`src/rtl/chk_table.sv`:
```
// Checkpoint register file: one synchronous write port, one
// asynchronous read port addressed by the run pointer.
module chk_table #(
    parameter int ADDR_W   = 32,
    parameter int DATA_W   = 32,
    parameter int N_CHECKS = 4,
    parameter int IDX_W    = 2
) (
    input  logic              clk,
    input  logic              rst,
    input  logic              we_i,
    input  logic [IDX_W-1:0]  widx_i,
    input  logic [ADDR_W-1:0] wpc_i,
    input  logic [DATA_W-1:0] wexp_i,
    input  logic [IDX_W-1:0]  ridx_i,
    output logic [ADDR_W-1:0] rpc_o,
    output logic [DATA_W-1:0] rexp_o
);

    // Entry layout; kept local because the widths are module parameters.
    typedef struct packed {
        logic [ADDR_W-1:0] pc;
        logic [DATA_W-1:0] exp_val;
    } chk_entry_t;

    chk_entry_t [N_CHECKS-1:0] tbl_q;

    // Entry write; an index with no matching entry simply writes nothing.
    always_ff @(posedge clk or negedge rst) begin
        if (!rst) begin
            tbl_q <= '0;
        end else begin
            for (int i = 0; i < N_CHECKS; i++) begin
                if (we_i && widx_i == IDX_W'(i)) begin
                    tbl_q[i].pc      <= wpc_i;
                    tbl_q[i].exp_val <= wexp_i;
                end
            end
        end
    end

    assign rpc_o  = tbl_q[ridx_i].pc;
    assign rexp_o = tbl_q[ridx_i].exp_val;

endmodule

```
`config.mk`:
```
export PLATFORM = sky130hd
export DESIGN_NAME = chk_table
export DESIGN_NICKNAME = d
export VERILOG_FILES = /design/src/rtl/chk_table.sv
export SDC_FILE = /design/constraint.sdc
export NUM_CORES = 1
export LEC_CHECK = 0
export BUFFER_PORTS_ARGS = -buffer_cell sky130_fd_sc_hd__clkbuf_2
export CAP_MARGIN = 20
export CORE_UTILIZATION = 58
export DETAILED_ROUTE_END_ITERATION = 10
export PLACE_DENSITY = 0.89
export REMOVE_ABC_BUFFERS = 1
export SLEW_MARGIN = 20
export SYNTH_ARGS = -nofsm -noshare
export SYNTH_HDL_FRONTEND = slang
export SYNTH_SLANG_ARGS = --single-unit
```
`constraint.sdc`:
```
create_clock -name clk -period 1.4 [get_ports clk]
set_input_delay 0.21 -clock clk [delete_from_list [all_inputs] [get_ports clk]]
set_output_delay 0.21 -clock clk [all_outputs]
set_load 0.02 [all_outputs]
```
==> qor.txt, run 1 <==
FF-to-FF setup slack: 0.35 ns
synth-to-layout area growth: 31.2%
CORE AREA: 0.0189 mm2
die width: 142 um
clock skew: 0 ns
Hold Vio Cnt, Final: 0
placed instance area: 0.0126 mm2
final antenna diode count: 0
clock root buffer: clkbuf_16
Worst path slowest cell: mux4_2
FP Rows: 50
Final setup viols: 64
Die Ht: 142 um
num ports: 135
Worst Path Max Fanout: 2
CTS Buf Count: 27
Clock Pin Slew Worst Setup and Hold Paths: 0.06 ns
DRT iter0 DRCs: 214
Final Max Slew Viols: 0
reg2reg end: tbl_q[203]$_DFFE_PN0P_
RSZ-0062 raised after global routing: yes
Worst-Margin Slew: 0.453 ns
Final #Nets: 957
Synth Register Bits: 256
layout cell share with drive strength beyond 1: 0.568
CTS tree: yes
Hold Crit Class: in -> async
WP buf/inv: 1
final worst setup slack: -0.430 ns
P_leak: 0.00669 uW
first-pass GRT wire length: 40300 um
post-synth design cell area: 0.0113 mm2
Remaining DRCs: 0
R2R depth: 3
port bufs: 134
status: complete, but fails checks
GR Overflow Total: 0
via count: 6611
CP startpoint kind: flip-flop
Post-Synthesis Cells: 621
1st-pass router iterations: 4
CP endpoint kind: output pin
Starting Density: 0.598
Final ANT Viol Nets: 0
yosys warns: 0
Max-slew headroom: 0.698
failing checks: negative setup slack
Clock Tree Buf Depth: 3
Max-Cap Viols: 0
Worst-Skew Late Latency: 0.52 ns
CP Cell Sequence: mux4_2, buf_6
CP required: 1.19 ns
initial antenna violation count: 1
clk sink count: 256
DP HPWL: 15900 um
dpl cells: 1020
post-synthesis area per instance: 18.2 um2
Largest Register: tbl_q
vias in the first global route: 7680
Worst Path Arrival: 1.62 ns
post-layout min period: 1.83 ns
Tot GR Track Use: 0.260
H-tree lvl count: 1
vias per cell: 5.67
max FFs per register: 256
Distinct cells, synth: 12
fmax: 546 MHz
Critical Path Max Stage Delay: 0.54 ns
worst reg2reg startpoint: tbl_q[203]$_DFFE_PN0P_
Top Family by Delay on Critical Path: multiplexers
VDD IR max: 1.16 mV
post-place setup slack: -0.188 ns
Power Density: 1500 mW/mm2
CP Class: reg -> out
Levels on crit path: 2
Top Registers: tbl_q (256)
period utilization: 1.31
sequential share of the synthesized area: 0.567
Layout Cells excl Fill: 1165
Final Wtd Congestion: 0.761
largest net degree at the start of global routing: 54
Die Footprint: 0.0200 mm2
WL/cell: 22.1 um
fin area: 0.0148 mm2
Routed WL: 25700 um
[final cells by class]
| cell class | instances | area (um2) |
|---|---|---|
| clock buffers | 39 | 821 |
| well taps | 260 | 325 |
| fillers | 977 | 4070 |
| flip-flops and latches | 256 | 6410 |
| repair buffers | 277 | 2610 |
| multi-input cells | 324 | 4560 |
| clock inverters | 9 | 101 |
[worst reg2reg max path: stages, from the launching register on]
cell	delay (ns)
dfrtp_1	0.39
buf_4	0.14
buf_4	0.12
mux2_1	0.28
[power breakdown]
| group | internal [uW] | switching, uW |
|---|---|---|
| clock | 4420 | 2880 |
| sequential | 8810 | 794 |
| combinational | 3220 | 2090 |
[layer usage]
metal	global-route usage	wire length [um]	vias up
met5	0	13	-
met4	0.0673	425	2
met3	0.0442	1200	39
met2	0.468	13600	182
met1	0.326	10500	3524
li1	-	-	2864
[worst max-delay path by stage]
stage / slack [ns] / endpoint / from
2_1_floorplan: -2.13 / tbl_q[76]$_DFFE_PN0P_ / widx_i[1]
3_3_place_gp: -0.15 / rpc_o[31] / ridx_i[0]
3_5_place_dp: -0.19 / rexp_o[12] / ridx_i[0]
4_1_cts: -0.45 / rexp_o[12] / tbl_q[204]$_DFFE_PN0P_
5_1_grt: -0.45 / rexp_o[12] / tbl_q[204]$_DFFE_PN0P_
6_report: -0.43 / rexp_o[12] / tbl_q[204]$_DFFE_PN0P_
[cell usage in the layout, fill, tap and decap left out, drive strengths merged]
| master | synthesis | final |
|---|---|---|
| mux2 | 256 | 256 |
| buf | 40 | 145 |
| mux4 | 64 | 64 |
| nand3 | 1 | 1 |
| dfrtp | 256 | 256 |
| clkinvlp | 0 | 1 |
| dlygate4sd3 | 0 | 65 |
| clkinv | 0 | 6 |
| nand3b | 2 | 2 |
| clkbuf | 1 | 106 |
| nor3b | 1 | 1 |
| bufinv | 0 | 2 |
[synthesized netlist by cell type]
cell type,number,area share
nor3b_2,1,0.0011
dfrtp_1,256,0.57
mux2_4,50,0.066
buf_4,10,0.0066
buf_6,18,0.018
buf_2,12,0.0053
mux2_2,140,0.14
mux2_1,66,0.066
nand3b_1,2,0.0013
clkbuf_1,1,0.00033
nand3_2,1,0.00089
mux4_2,64,0.13
[cell families after synthesis]
| kind of cell | Yosys count | synth area share |
|---|---|---|
| and+or+nand+nor | 4 | 0.00332 |
| muxes | 320 | 0.399 |
| DFF | 256 | 0.567 |
| buffers and inverters | 41 | 0.0302 |
[stage by stage]
stage          power (uW)   util  hold slack (ns)  setup TNS, ns
3_5_place_dp        13800  0.665            0.169          -9.11
6_report            22200  0.785            0.201         -22.42
3_3_place_gp        13500  0.665            0.155          -8.01
4_1_cts             21500  0.757            0.206         -23.73
5_1_grt             23100  0.785            0.230         -24.93
2_1_floorplan       12200      -          -0.0856        -357.12
[repair_timing]
item,in CTS,in global routing
resized for setup,20,172
setup endpoints to repair,64,64
endpoints found under the hold margin,339,0
hold buffers,65,0
setup buffers,8,24
Note: power is estimated with default switching activity, not from simulation.
==> run 2, diff against run 1 <==
Settings changed: ABC_AREA from default to 1, CORE_UTILIZATION 58 to 60, GPL_ROUTABILITY_DRIVEN from default to 0, PLACE_DENSITY 0.89 to 0.81.
==> run 2 against run 1 <==
The run still ends with negative setup slack left. Clock skew did not move. Clock-buffer cell count rose by 4. Setup slack improved by 0.16 ns.
==> qor.txt, run 2 <==
vias in the first global route: 13000 (+69%)
post-layout min period: 1.67 ns (-0.161 ns)
Power Density: 1260 mW/mm2 (-16%)
max FFs per register: 256 (unchanged)
die width: 151 um (+6.7%)
Hold Crit Class: in -> async
Top Registers: tbl_q (256)
Largest Register: tbl_q
Distinct cells, synth: 15 (+3)
largest net degree at the start of global routing: 65 (+20%)
Clock Pin Slew Worst Setup and Hold Paths: 0.06 ns (about the same)
CTS tree: yes
synth-to-layout area growth: 31.9%
Worst-Skew Late Latency: 0.54 ns (+0.02 ns)
FP Rows: 54 (+8.0%)
Worst Path Max Fanout: 2 (unchanged)
fillers: 1270 (+30%)
Max-slew headroom: 0.747 (+0.0497)
first-pass GRT wire length: 63500 um (+58%)
sequential share of the synthesized area: 0.481 (-0.0860)
1st-pass router iterations: 6 (+2)
FF-to-FF setup slack: 0.48 ns (+0.13 ns)
yosys warns: 0 (unchanged)
Post-synth EDFFs: 0 (unchanged)
Tot GR Track Use: 0.354 (+0.0940)
VDD IR max: 1.13 mV (-2.4%)
Final Max Slew Viols: 0 (unchanged)
clock skew: 0 ns (unchanged)
most common cell in the synthesized netlist: nand2_1
final antenna diode count: 0 (unchanged)
Synth top area share: 0.481 (-0.0860)
layout cell share with drive strength beyond 1: 0.202 (-0.366)
P_leak: 0.00996 uW (+49%)
R2R depth: 4 (+1)
CP startpoint kind: flip-flop
worst hold margin: 0.105 ns (-0.0952 ns)
failing checks: negative setup slack
post-place setup slack: 0.0441 ns (+0.233 ns)
Final setup viols: 64 (unchanged)
H-tree lvl count: 1 (unchanged)
Remaining DRCs: 0 (unchanged)
period utilization: 1.19 (-0.115)
Post-Synthesis Cells: 1867 (+200%)
Starting Density: 0.610 (+0.0122)
RSZ-0062 raised after global routing: yes
CP required: 1.19 ns (about the same)
Routed WL: 42900 um (+67%)
worst reg2reg startpoint: tbl_q[213]$_DFFE_PN0P_
clk sink count: 256 (unchanged)
via count: 13900 (+110%)
status: complete, but fails checks
CP endpoint kind: output pin
Worst Path Arrival: 1.46 ns (-0.16 ns)
WL/cell: 17.8 um (-19%)
GR Overflow Total: 0 (unchanged)
reg2reg end: tbl_q[213]$_DFFE_PN0P_
CTS Buf Count: 27 (unchanged)
Clock Tree Buf Depth: 3 (unchanged)
Final #Nets: 2182 (+130%)
Final ANT Viol Nets: 0 (unchanged)
port bufs: 134 (unchanged)
DRT iter0 DRCs: 1766 (+730%)
DP HPWL: 22000 um (+38%)
num ports: 135 (unchanged)
CORE AREA: 0.0218 mm2 (+16%)
post-synthesis area per instance: 7.13 um2 (-61%)
most common library cells after synthesis: nand2_1 (768), inv_1 (323), dfrtp_1 (256)
clock root buffer: clkbuf_16
final worst setup slack: -0.270 ns (+0.161 ns)
CP Class: reg -> out
Die Ht: 151 um (+6.7%)
Die Footprint: 0.0228 mm2 (+14%)
Hold Vio Cnt, Final: 0 (unchanged)
fmax: 599 MHz (+9.6%)
most common flop cell mapped by yosys: dfrtp_1
vias per cell: 5.77 (+1.6%)
Max-Cap Viols: 0 (unchanged)
most frequent cells in the layout: nand2_1 (723), inv_1 (308), dfrtp_1 (256), nand3_1 (145), nand4_1 (128)
Post-synth ARST share: 1.00 (unchanged)
cell accounting for the most synthesized area: dfrtp_1
initial antenna violation count: 0 (-1)
Worst-Margin Slew: 0.379 ns (-0.0745 ns)
crit path to: rexp_o[12]
top area cells in the synthesized netlist: dfrtp_1 (48%), nand2_1 (22%), inv_1 (9.1%)
commonest non-fill, non-tap cell in the layout: nand2_1
Synth Register Bits: 256 (unchanged)
post-synth design cell area: 0.0133 mm2 (+18%)
crit path from: tbl_q[140]$_DFFE_PN0P_
[run 2: changes by cell type after synthesis, sizes merged, moves of 3 or more]
cell	previous run	this run
buf	40	126
nand2	0	769
inv	0	324
nand3	1	195
clkbuf	1	4
nand4	0	128
o21ai	0	64
mux4	64	0
mux2	256	0
[run 2: area by class of cell]
class	instances	area (um2)	area share
flip-flops and latches	256	6410	0.365
multi-input cells	1157	5390	0.307
repair buffers	345	3370	0.192
inverters	324	1220	0.0694
clock buffers	43	806	0.0459
well taps	280	350	0.0199
clock inverters	4	23.8	0.00135
[run 2: routing by layer]
metal | global-route usage | up-vias | part of all wire
met1 | 0.459 | 6576 | 0.38
met3 | 0.0578 | 158 | 0.096
li1 | - | 6216 | -
met5 | 0 | - | 0
met4 | 0.138 | 0 | 0.038
met2 | 0.593 | 939 | 0.49
[run 2: power breakdown]
group / switching [uW] / leakage (uW) / total [uW] / internal, uW
clock: 3010 / 0.000410 / 6920 / 3910
sequential: 694 / 0.00319 / 9270 / 8580
combinational: 3330 / 0.00636 / 5880 / 2560
[run 2: cells by family after synthesis]
family	synth area share
flip-flops	0.481
AO/OA/AOI/OAI	0.0241
buffers and inverters	0.143
AND/OR/NAND/NOR	0.351
[run 2: stage by stage]
step	utilization	area, um2	setup TNS [ns]	power (uW)	std cells
after global routing	0.805	17600	-12.91	23000	2409
after CTS	0.763	16700	-9.00	21000	2349
after detailed placement	0.666	14500	0	13500	2205
after global placement	0.666	14500	0	13300	2205
after floorplan	-	12600	-475.92	11700	1737
final	0.805	17600	-9.96	22100	2409
[run 2: timing repair]
action / 4_1_cts / 5_1_grt
setup buffers: 31 / 60
gates resized for setup: 95 / 177
pin swaps: 41 / 64
setup endpoints to repair: 64 / 64
hold buffers: 66 / 0
endpoints found under the hold margin: 505 / 0
gates cloned: 0 / 0
[run 2: how the worst min path moves through the flow]
stage	start	to	slack (ns)	cells past startpoint
detailed placement	rst	tbl_q[218]$_DFFE_PN0P_	0.09	1
floorplan	rst	tbl_q[0]$_DFFE_PN0P_	-0.09	0
global placement	rst	tbl_q[218]$_DFFE_PN0P_	0.09	1
global route	rst	tbl_q[178]$_DFFE_PN0P_	0.13	2
finish	rst	tbl_q[218]$_DFFE_PN0P_	0.11	2
CTS	widx_i[1]	tbl_q[255]$_DFFE_PN0P_	0.11	3
[run 2: critical path, stage by stage (launching register included)]
cell	delay [ns]
dfrtp_1	0.39
inv_1	0.06
nand2_1	0.06
nand3_1	0.11
nand2_1	0.11
clkbuf_8	0.18
